File: config.mk
export PLATFORM = sky130hd
export DESIGN_NAME = jk_cmd_driver_flat
export DESIGN_NICKNAME = d
export VERILOG_FILES = /design/src/rtl/jk_cmd_pkg.sv /design/src/rtl/jk_cmd_driver_if.sv /design/src/rtl/jk_ref_model.sv /design/src/rtl/jk_cmd_driver.sv /design/src/flat_wrapper.sv
export SDC_FILE = /design/constraint.sdc
export NUM_CORES = 1
export LEC_CHECK = 0
export ABC_AREA = 0
export ABC_CLOCK_PERIOD_IN_PS = 2170
export BUFFER_PORTS_ARGS = -buffer_cell sky130_fd_sc_hd__buf_4
export CELL_PAD_IN_SITES_DETAIL_PLACEMENT = 0
export CELL_PAD_IN_SITES_GLOBAL_PLACEMENT = 2
export CORE_ASPECT_RATIO = 0.9
export CORE_MARGIN = 2
export CORE_UTILIZATION = 26
export CTS_BUF_LIST = sky130_fd_sc_hd__clkbuf_4
export CTS_CLUSTER_SIZE = 20
export DETAILED_ROUTE_END_ITERATION = 8
export MAX_ROUTING_LAYER = met4
export PLACE_DENSITY = 0.6
export SLEW_MARGIN = 15
export SYNTH_ARGS = -nofsm -noshare
export SYNTH_HDL_FRONTEND = slang
export SYNTH_SLANG_ARGS = --single-unit
File: constraint.sdc
create_clock -name Clk -period 2.17 [get_ports Clk]
set_input_delay 0.434 -clock Clk [delete_from_list [all_inputs] [get_ports Clk]]
set_output_delay 0.434 -clock Clk [all_outputs]
set_load 0.02 [all_outputs]
File: src/rtl/jk_cmd_pkg.sv
// Shared types for the JK command driver: op encoding, FSM states and J/K decode.
package jk_cmd_pkg;

  typedef enum logic [1:0] {
    OP_HOLD   = 2'b00,
    OP_RESET  = 2'b01,
    OP_SET    = 2'b10,
    OP_TOGGLE = 2'b11
  } jk_op_e;

  typedef enum logic [1:0] {
    ST_IDLE,
    ST_DRIVE,
    ST_SETTLE
  } jk_state_e;

  // Returns {J, K} for an op.
  function automatic logic [1:0] jk_decode(input jk_op_e op);
    logic [1:0] jk;
    jk = 2'b00;
    case (op)
      OP_HOLD:   jk = 2'b00;
      OP_RESET:  jk = 2'b01;
      OP_SET:    jk = 2'b10;
      OP_TOGGLE: jk = 2'b11;
      default:   jk = 2'b00;
    endcase
    return jk;
  endfunction

  // Next Q of a JK flop given the op and the current Q.
  function automatic logic jk_next(input jk_op_e op, input logic q);
    logic [1:0] jk;
    jk = jk_decode(op);
    return (jk[1] & ~q) | (~jk[0] & q);
  endfunction

endpackage

File: src/rtl/jk_cmd_driver_if.sv
// Command handshake bundle between a command source and jk_cmd_driver.
interface jk_cmd_driver_if #(
  parameter int unsigned CNT_W = 8
) ();
  logic             cmd_valid;
  logic             cmd_ready;
  logic [1:0]       cmd_op;
  logic [CNT_W-1:0] cmd_len;

  modport master (output cmd_valid, cmd_op, cmd_len, input cmd_ready);
  modport slave  (input cmd_valid, cmd_op, cmd_len, output cmd_ready);
endinterface

File: src/rtl/jk_ref_model.sv
// Reference copy of the flop's Q, advanced on every CE cycle and checked on settle.
module jk_ref_model
  import jk_cmd_pkg::*;
(
  input  logic   clk,
  input  logic   rst,
  input  logic   upd,
  input  logic   check,
  input  jk_op_e op,
  input  logic   qin,
  output logic   exp_q,
  output logic   err
);

  always_ff @(posedge clk or posedge rst) begin
    if (rst) begin
      exp_q <= 1'b0;
      err   <= 1'b0;
    end else begin
      if (upd) exp_q <= jk_next(op, exp_q);
      if (check && (qin != exp_q)) err <= 1'b1;
    end
  end

endmodule

File: src/rtl/jk_cmd_driver.sv
// Sequencer producing J/K/CE bursts for a JK flop from a valid/ready command stream.
// Define JK_CMD_CHECK_EN to compile in the Q reference model and the sticky err flag.
module jk_cmd_driver
  import jk_cmd_pkg::*;
#(
  parameter int unsigned CNT_W = 8
) (
  input  logic                  Clk,
  input  logic                  R,
  jk_cmd_driver_if.slave        cmd,
  output logic                  J,
  output logic                  K,
  output logic                  CE,
  input  logic                  Qin,
  output logic                  busy,
  output logic                  done,
  output logic                  err
);

  jk_state_e        state;
  logic [CNT_W-1:0] cnt;
  jk_op_e           op_q;

  // cmd_ready is a register so it stays low through reset and rises one edge after release.
  always_ff @(posedge Clk or posedge R) begin
    if (R) begin
      state         <= ST_IDLE;
      cnt           <= '0;
      op_q          <= OP_HOLD;
      cmd.cmd_ready <= 1'b0;
      J             <= 1'b0;
      K             <= 1'b0;
      CE            <= 1'b0;
      busy          <= 1'b0;
      done          <= 1'b0;
    end else begin
      case (state)
        ST_IDLE: begin
          if (cmd.cmd_ready && cmd.cmd_valid) begin
            op_q          <= jk_op_e'(cmd.cmd_op);
            cmd.cmd_ready <= 1'b0;
            busy          <= 1'b1;
            if (cmd.cmd_len != '0) begin
              state    <= ST_DRIVE;
              cnt      <= cmd.cmd_len;
              CE       <= 1'b1;
              {J, K}   <= jk_decode(jk_op_e'(cmd.cmd_op));
            end else begin
              state <= ST_SETTLE;
              done  <= 1'b1;
            end
          end else begin
            cmd.cmd_ready <= 1'b1;
          end
        end
        ST_DRIVE: begin
          if (cnt == CNT_W'(1)) begin
            state  <= ST_SETTLE;
            cnt    <= '0;
            CE     <= 1'b0;
            {J, K} <= 2'b00;
            done   <= 1'b1;
          end else begin
            cnt    <= cnt - CNT_W'(1);
            {J, K} <= jk_decode(op_q);
          end
        end
        ST_SETTLE: begin
          state         <= ST_IDLE;
          done          <= 1'b0;
          busy          <= 1'b0;
          cmd.cmd_ready <= 1'b1;
        end
        default: state <= ST_IDLE;
      endcase
    end
  end

`ifdef JK_CMD_CHECK_EN
  logic exp_q;

  // CE is high exactly in DRIVE and done exactly in SETTLE, so they serve as update/check strobes.
  jk_ref_model u_ref (
    .clk   (Clk),
    .rst   (R),
    .upd   (CE),
    .check (done),
    .op    (op_q),
    .qin   (Qin),
    .exp_q (exp_q),
    .err   (err)
  );
`else
  logic unused_qin;
  assign unused_qin = Qin;
  assign err        = 1'b0;
`endif

endmodule
File: src/flat_wrapper.sv
// flat-port wrapper written by rule: the top's interface ports become plain ports
module jk_cmd_driver_flat import jk_cmd_pkg::*;
#(
  parameter int unsigned CNT_W = 8
)
  (Clk, R, J, K, CE, Qin, busy, done, err, cmd_cmd_valid, cmd_cmd_op, cmd_cmd_len, cmd_cmd_ready);
  jk_cmd_driver_if #(.CNT_W(CNT_W)) cmd_i ();
  input  logic Clk;
  input  logic R;
  output logic J;
  output logic K;
  output logic CE;
  input  logic Qin;
  output logic busy;
  output logic done;
  output logic err;
  input wire logic [$bits(cmd_i.cmd_valid)-1:0] cmd_cmd_valid;
  input wire logic [$bits(cmd_i.cmd_op)-1:0] cmd_cmd_op;
  input wire logic [$bits(cmd_i.cmd_len)-1:0] cmd_cmd_len;
  output wire logic [$bits(cmd_i.cmd_ready)-1:0] cmd_cmd_ready;
  assign cmd_i.cmd_valid = cmd_cmd_valid;
  assign cmd_i.cmd_op = cmd_cmd_op;
  assign cmd_i.cmd_len = cmd_cmd_len;
  assign cmd_cmd_ready = cmd_i.cmd_ready;
  jk_cmd_driver #(.CNT_W(CNT_W)) u_core (.Clk(Clk), .R(R), .cmd(cmd_i), .J(J), .K(K), .CE(CE), .Qin(Qin), .busy(busy), .done(done), .err(err));
endmodule
# Yosys cells after proc, flatten, opt, wreduce, memory -nomap -nowiden
# Index checks and enable logic that the tools add are counted.
[word_totals]
n_memories = 0
in_bits = 14
mem_bits_ro = 0
elab_cells = 67
mem_bits_rw = 0
register_bits = 18
latchBits = 0
[op_classes]
addsub = 1
n_div = 0
n_mul = 0
bitwise_logic = 0
n_lt_le_gt_ge = 0
n_reduce_logical = 14
n_shift = 0
mux = 30
n_eq_ne = 13
[op_table]
columns = ["op", "n"]
rows = [
  ["$mux 8", 3],
  ["$pmux 2 s4", 2],
  ["$pmux 8 s2", 1],
  ["$mux 1", 14],
  ["$eq 2x2->1 const B", 5],
  ["$pmux 1 s2", 5],
  ["$eq 8x1->1 const B", 1],
  ["$reduce_and 4->1", 2],
  ["$reduce_bool 8->1", 1],
  ["$sub 8x1->8 const B", 1],
  ["$eq 2x1->1 const B", 3],
  ["$logic_not 2->1", 3],
  ["$mux 2", 3],
  ["$ne 2x1->1 const B", 3],
  ["$reduce_and 2->1", 3],
  ["$pmux 2 s2", 1],
  ["$reduce_bool 2->1", 2],
  ["$pmux 1 s3", 1],
  ["$reduce_and 3->1", 1],
  ["$reduce_bool 3->1", 1],
  ["$ne 2x2->1 const B", 1],
  ["$logic_and 1x1->1", 1],
]

# Logic depth before layout (Yosys ltp)
# Gate-level depths: netlist (run 1).
[depth]
depth_word = 5
depth_mapped = 6

# Worst setup path before layout (run 1)
# No wires, ideal clock.
[synth_timing]
path_type = "input to register"
startpoint = "in cmd_cmd_len[1]"
endpoint = "reg u_core.J"
path_stages = 4
setup_time_ns = 0.125
arrival_ns = 1.517
path_slack_ns = 0.529
path_cell_list = "nor4_4 > a21oi_2 > o21ai_4 > mux2_2"
[synth_via]
elab_chain_len = 3
[synth_rtl]
columns = ["element", "line", "source"]
rows = [
  ["start, declared", "flat_wrapper.sv:19", "input wire logic [$bits(cmd_i.cmd_len)-1:0] cmd_cmd_len;"],
  ["$reduce_bool 8->1", "jk_cmd_driver.sv:43", "if (cmd.cmd_len != '0) begin"],
  ["$ne 2x1->1 (no source line)", "n/a", ""],
  ["$reduce_and 3->1 (no source line)", "n/a", ""],
  ["end signal, assigned", "jk_cmd_driver.sv:47", "{J, K} <= jk_decode(jk_op_e'(cmd.cmd_op));"],
  ["end signal, assigned", "jk_cmd_driver.sv:65", "{J, K} <= jk_decode(op_q);"],
  ["end, declared", "jk_cmd_driver.sv:11", "output logic J,"],
]
# No other way between the ends.
# A chain may end at the register's enable or synchronous reset.

# Worst setup path after layout (run 1)
[layout_timing]
startpoint = "reg u_core.cnt[1]"
endpoint = "reg u_core.cnt[3]"
[layout_via]
elab_chain_len = 3
[layout_rtl]
columns = ["element", "line", "source"]
rows = [
  ["start, declared", "jk_cmd_driver.sv:21", "logic [CNT_W-1:0] cnt;"],
  ["start signal, assigned", "jk_cmd_driver.sv:45", "cnt <= cmd.cmd_len;"],
  ["start signal, assigned", "jk_cmd_driver.sv:64", "cnt <= cnt - CNT_W'(1);"],
  ["$sub 8x1->8 / $eq 8x1->1 (equally long branches)", "jk_cmd_driver.sv:64, jk_cmd_driver.sv:57", ""],
  ["$mux 8 (*)", "jk_cmd_driver.sv:57", "if (cnt == CNT_W'(1)) begin"],
  ["$pmux 8 s2 (*)", "jk_cmd_driver.sv:37", "case (state)"],
]
# Mark *: on every way between the ends. The rest lies on a longest branch, timed or not.

==> metrics.cfg, run 1 <==
[clock_tree]
clkLatencyLatePin_ns=0.30
clockRootBuffer=clkbuf_4
post_cts_resized=0
clk_pin_slew_ns=0.12
cts_hold_buf=0
cts_tree=yes
htree_levels=1
numCtsBuffers=3
post_cts_buffers=0
cts_max_path_buffers=2
clock_sinks=18

[logic_synthesis]
synth_top_area_cell=dfrtp_1
yosys_register_bits=18
synthArstFlopShare_pct=100
post-synth-top-count-cell=dfrtp_1
synth-xor-area-share_pct=0
syn-instance-count=103
synthDistinctLibCells=38
synth_top_family_by_area=compound AO/OA/AOI/OAI gates
muxShareOfSynthArea_pct=6.23
syn-num-nets=119
synth_top_area_share_pct=42.3
syn-cell-area_mm2=0.00106
post_synth.cell_area_avg_um2=10.3
netlist_top_cells_area=dfrtp_1, nor4_4, mux2_2, a21oi_1, nand2_1
synth_compound_area_share_pct=23.1
yosys_warnings=0
synth_seq_area_share_pct=42.3
synthSimpleGateAreaFrac_pct=21.4
ys.flop_type=dfrtp_1
synth_edf_count=0
synth_commonest_cells=dfrtp_1, nand2_1, nor2_1, a21oi_1, inv_1
synthAdderAreaFrac_pct=2.35

[global_routing]
grt_remaining_overflow=0
grt_start_max_net_pins=19
grt_pass1_wl_mm=4.52
grt_util_all_layers_pct=13.0
grt_pass1_vias=870
antenna_found_initial=0

[worst_setup_path]
r2r_cells=6
cp_num_buf_inv=1
cp_num_cells=6
worstPathArrival_ns=1.97
worst_r2r_endpoint=u_core.cnt[3]$_DFFE_PP0P_
worstPathRequired_ns=2.37
end_kind=flip-flop
path_class=reg2reg
r2r-start=u_core.cnt[1]$_DFFE_PP0P_
critical_path.max_fanout=5
path_delay_family=simple AND/OR/NAND/NOR gates
crit_slowest_cell=or3b_1
path_cells=inv_1 > ha_1 > or3b_1 > nor3_4 > o221ai_1 > o2bb2ai_1
cp-start-kind=flip-flop
slowest_delay_ns=0.44
r2r_setup_slack_ns=0.40

[drt]
num_vias=872
drtIter0Drc=40
routed_wl_mm=2.68
post_drt_via_cell_ratio=5.01
drt_pre_antenna_iters=4
routedWlPerCell_um=15.4
detail-route-antenna-nets=0
drc=0

[worst_hold_path]
min_path_type=in2async

[place]
globalplace.congestion=0.811
place_hpwl_mm=2.03
portBuffers=18

[sta]
finalSetupViolCount=0
max_freq_mhz=564
finalCritPeriodShare_pct=81.6
final-hold-violation-count=0
drv_slew=0
slew-limit-headroom_pct=51.1
fin_worst_skew_ns=0.00391
rsz0062_at_grt=false
period_needed_ns=1.77
tightest_slew_ns=0.733
finalSetupTns_ns=0

[power_and_ir_drop]
ir_drop_mv=0.437
cellPowerDensity_mw_per_mm2=1260
power.leakage_nw=0.538
power.total_mw=1.64

[cells_and_area]
diodes=0
regArea_um2=450
num-nets-final=143
fill_cells=410
syn_to_final_growth_pct=22.2
multiInputGateArea_um2=569
drive_gt1_share_pct=31.0

[floorplan]
core-area_mm2=0.00399
ios=21
start_util_pct=26.7
fp.dieW_um=71.5
dieArea_mm2=0.00462
fp.dieH_um=64.7
rows=22

[job]
maxCapViolations=0

[run_status]
status=finished, final reports clean

[final cells by class]
class,count,area share (%)
tap,48,4.62
clock buffer,3,1.73
sequential,18,34.6
timing repair buffer,23,13.3
multi-input combinational,75,43.7
clock inverter,1,0.288
inverter,6,1.73
[per-stage QoR]
stage                     hold slack [ns]  cells  worst slack (ns)  instance area [µm²]  utilization, %
final                               0.244    174             0.398                 1300            32.6
after floorplan                     0.373    103             0.529                 1060               -
after global placement              0.493    170             0.417                 1270            31.9
after CTS                           0.266    174             0.405                 1300            32.6
after global routing                0.301    174             0.273                 1300            32.6
after detailed placement            0.499    170             0.403                 1270            31.9
[metal layers]
layer  track usage, %  routed length [µm]  vias to the layer above
li1                 -                   -                      432
met1             18.8                1380                      412
met2             17.7                1130                       24
met3             2.02                 133                        4
met4             6.13                  38                        0
met5                -                   0                        -
[worst register-to-register path, stage by stage, from the launching register on]
cell,delay (ns)
dfrtp_1,0.39
inv_1,0.10
ha_1,0.20
or3b_1,0.44
nor3_4,0.25
o221ai_1,0.15
o2bb2ai_1,0.14
[report_power, final]
group / internal (mW) / switching [mW] / total (mW)
sequential: 0.481 / 0.151 / 0.631
clock: 0.0670 / 0.116 / 0.183
combinational: 0.394 / 0.433 / 0.827
[worst max-delay path by stage]
| stage | start | endpoint | slack (ns) |
|---|---|---|---|
| detailed placement | cmd_cmd_len[2] | u_core.J$_DFFE_PP0P_ | 0.40 |
| global route | u_core.cnt[1]$_DFFE_PP0P_ | u_core.cnt[3]$_DFFE_PP0P_ | 0.27 |
| CTS | u_core.cnt[1]$_DFFE_PP0P_ | u_core.cnt[3]$_DFFE_PP0P_ | 0.41 |
| global placement | u_core.cnt[1]$_DFFE_PP0P_ | u_core.cnt[4]$_DFFE_PP0P_ | 0.42 |
| floorplan | cmd_cmd_len[1] | u_core.J$_DFFE_PP0P_ | 0.53 |
| finish | u_core.cnt[1]$_DFFE_PP0P_ | u_core.cnt[3]$_DFFE_PP0P_ | 0.40 |
[sequential cells by signal, indices dropped and copies added (netlist names)]
register              count
u_core.cnt                8
u_core.op_q               2
u_core.state              2
u_core.CE                 1
u_core.J                  1
u_core.K                  1
u_core.busy               1
u_core.cmd.cmd_ready      1
u_core.done               1
[placed cells by master, fill, tap and decap left out, drive strengths merged]
master   count
a21boi       1
a21oi        7
a221o        1
a22o         3
a22oi        2
a31oi        2
a32oi        2
and4bb       1
buf         23
clkbuf       3
clkinv       1
conb         1
dfrtp       18
ha           2
inv          6
mux2         5
mux2i        1
nand2        8
nand2b       3
nand3        4
nor2         7
nor2b        1
nor3         2
nor3b        1
nor4         4
o211ai       1
o21ai        4
o221ai       2
o22ai        4
o2bb2ai      2
o31a         1
o31ai        1
or3          1
or3b         1
[cell families after synthesis]
family,count (synthesis)
adder cells (fa/ha/maj),2
flip-flops,18
multiplexers,6
buffers and inverters,10
AND/OR/NAND/NOR,33
AO/OA/AOI/OAI,33
other,1
Note: power is estimated with default switching activity, not from simulation.
==> run 2: changes to the inputs <==
Settings changed: ABC_CLOCK_PERIOD_IN_PS 2170 to 1700.
Clock period 2.17 ns to 1.7 ns, I/O delays scaled along.
==> run 2 against run 1 <==
Fmax up 9.3%. First-iteration DRC count grew 53%. Die area stayed put. Worst setup slack lost 0.32 ns. Utilization rose by 3.5 points. Largest power group unchanged. Wire length grew 3.6%. Count of clock-buffer cells in the layout stayed put.
==> metrics.cfg, run 2 (synthesis gave the netlist of run 1 again) <==
[run_status]
status=finished, final reports clean  ; unchanged

[sta]
finalSetupTns_ns=0  ; unchanged
finalSetupViolCount=0  ; unchanged
whs_ns=0.0520  ; was 0.244 ns
final-hold-violation-count=0  ; unchanged
max_freq_mhz=617  ; was 564 MHz
rsz0062_at_grt=true  ; was false
fin_worst_skew_ns=0.00204  ; was 0.00391 ns
period_needed_ns=1.62  ; was 1.77 ns
drv_slew=0  ; unchanged
finalCritPeriodShare_pct=95.3  ; was 81.6%

[worst_setup_path]
worstPathArrival_ns=1.81  ; was 1.97 ns
worst_r2r_endpoint=u_core.cnt[5]$_DFFE_PP0P_  ; was u_core.cnt[3]$_DFFE_PP0P_
crit_slowest_cell=dfrtp_1  ; was or3b_1
path_cells=inv_2 > ha_4 > or3b_4 > o211ai_1 > nor2_1 > a221o_1  ; was inv_1 > ha_1 > or3b_1 > nor3_4 > o221ai_1 > o2bb2ai_1
r2r-start=u_core.cnt[1]$_DFFE_PP0P_  ; unchanged
r2r_cells=6  ; unchanged
r2r_setup_slack_ns=0.08  ; was 0.40 ns
cp-start-kind=flip-flop  ; unchanged
cp_num_buf_inv=1  ; unchanged
slowest_delay_ns=0.40  ; was 0.44 ns
path_class=reg2reg  ; unchanged
critical_path.max_fanout=3  ; was 5
end_kind=flip-flop  ; unchanged
path_delay_family=simple AND/OR/NAND/NOR gates  ; unchanged
worstPathRequired_ns=1.89  ; was 2.37 ns

[drt]
detail-route-antenna-nets=0  ; unchanged
routed_wl_mm=2.77  ; was 2.68 mm
num_vias=954  ; was 872
drtIter0Drc=61  ; was 40
post_drt_via_cell_ratio=5.02  ; was 5.01
drt_pre_antenna_iters=4  ; unchanged
routedWlPerCell_um=14.6  ; was 15.4 µm
drc=0  ; unchanged

[cells_and_area]
fin_area_mm2=0.00144  ; was 0.00130 mm²
num-nets-final=159  ; was 143
finalNonFillerCells=190  ; was 174
final_common_cell=buf_4  ; unchanged
drive_gt1_share_pct=41.5  ; was 31.0%
largest_register_ffs=8  ; unchanged
reg_top3=u_core.cnt x8, u_core.op_q x2, u_core.state x2  ; unchanged
diodes=0  ; unchanged
layout_common_cells=buf_4, dfrtp_1, nand2_1, nor2_1, a21oi_1  ; was buf_4, dfrtp_1, nand2_1, nor2_1
top_register=u_core.cnt  ; unchanged
syn_to_final_growth_pct=35.4  ; was 22.2%

[global_routing]
met3_usage_pct=4.35  ; was 2.02%
grt_pass1_wl_mm=4.69  ; was 4.52 mm
grt.met1_usage_pct=18.1  ; was 18.8%
grt_pass1_vias=952  ; was 870
grt_start_max_net_pins=19  ; unchanged
antenna_found_initial=0  ; unchanged
grtUsageMet2_pct=20.6  ; was 17.7%
grt_remaining_overflow=0  ; unchanged
grt_util_all_layers_pct=13.7  ; was 13.0%
grt.busiest_layer=met2  ; was met1

[floorplan]
rows=22  ; unchanged
ios=21  ; unchanged
core-area_mm2=0.00399  ; unchanged
fp.dieW_um=71.5  ; unchanged
start_util_pct=26.7  ; unchanged
fp.dieH_um=64.7  ; unchanged
dieArea_mm2=0.00462  ; unchanged

[place]
placed_area_mm2=0.00137  ; was 0.00127 mm²
portBuffers=18  ; unchanged
dp.cells=182  ; was 170
globalplace.congestion=0.791  ; was 0.811
place_hpwl_mm=2.22  ; was 2.03 mm

[power_and_ir_drop]
power.total_mw=2.32  ; was 1.64 mW
cellPowerDensity_mw_per_mm2=1610  ; was 1260 mW/mm²
ir_drop_mv=0.637  ; was 0.437 mV
power.leakage_nw=0.620  ; was 0.538 nW

[clock_tree]
clk_pin_slew_ns=0.11  ; was 0.12 ns
clock_sinks=18  ; unchanged
clkLatencyLatePin_ns=0.29  ; was 0.30 ns
htree_levels=1  ; unchanged
cts_max_path_buffers=2  ; unchanged
cts_tree=yes  ; unchanged
numCtsBuffers=3  ; unchanged
clockRootBuffer=clkbuf_4  ; unchanged

[job]
maxCapViolations=0  ; unchanged

[worst_hold_path]
min_path_type=in2async  ; unchanged

-- run 2: through the flow --
step | setup slack (ns) | util [%]
after floorplan | 0.108 | -
after global placement | 0.00435 | 34.2
after detailed placement | -0.0267 | 34.2
after CTS | 0.000925 | 35.6
after global routing | -0.0334 | 36.1
final | 0.0797 | 36.1
-- run 2: cell type report --
cell class	count	area [µm²]
fill	404	2550
sequential	18	452
multi-input combinational	75	584
timing repair buffer	39	297
clock buffer	3	22.5
tap	48	60.1
inverter	6	22.5
clock inverter	1	3.75
-- run 2: timing repair --
item,CTS,global route
resized for setup,4,2
setup buffers,3,1
pin swaps,2,2
endpoints found under the setup margin,3,8
hold buffers,0,0
-- run 2: layer usage --
| metal | vias up | part of all wire (%) |
|---|---|---|
| li1 | 466 | - |
| met5 | - | 0 |
| met4 | 0 | 0.51 |
| met2 | 20 | 45 |
| met3 | 2 | 4.3 |
| met1 | 466 | 50 |
-- run 2: worst max path at each step --
stage	startpoint	end	slack, ns	cells after the start
finish	u_core.cnt[1]$_DFFE_PP0P_	u_core.cnt[5]$_DFFE_PP0P_	0.08	6
floorplan	u_core.cnt[1]$_DFFE_PP0P_	u_core.cnt[5]$_DFFE_PP0P_	0.11	6
global placement	u_core.cnt[1]$_DFFE_PP0P_	u_core.cnt[4]$_DFFE_PP0P_	0.004	6
CTS	u_core.cnt[1]$_DFFE_PP0P_	u_core.cnt[5]$_DFFE_PP0P_	0.0009	6
global route	u_core.cnt[1]$_DFFE_PP0P_	u_core.cnt[5]$_DFFE_PP0P_	-0.03	6
detailed placement	u_core.cnt[1]$_DFFE_PP0P_	u_core.cnt[4]$_DFFE_PP0P_	-0.03	6
-- run 2: worst register-to-register path, delay by kind of cell (launching register included) --
kind	cells	cell delay (ns)
AOI/OAI and AO/OA	2	0.45
and+or+nand+nor	2	0.46
adders and majority gates	1	0.12
buffers and inverters	1	0.08
DFF	1	0.40
-- run 2: power by group --
group          switching, mW  leakage [nW]  internal (mW)
clock                  0.139        0.0154         0.0854
sequential             0.203         0.204          0.616
combinational          0.605         0.400          0.674
total                  0.948         0.620           1.38
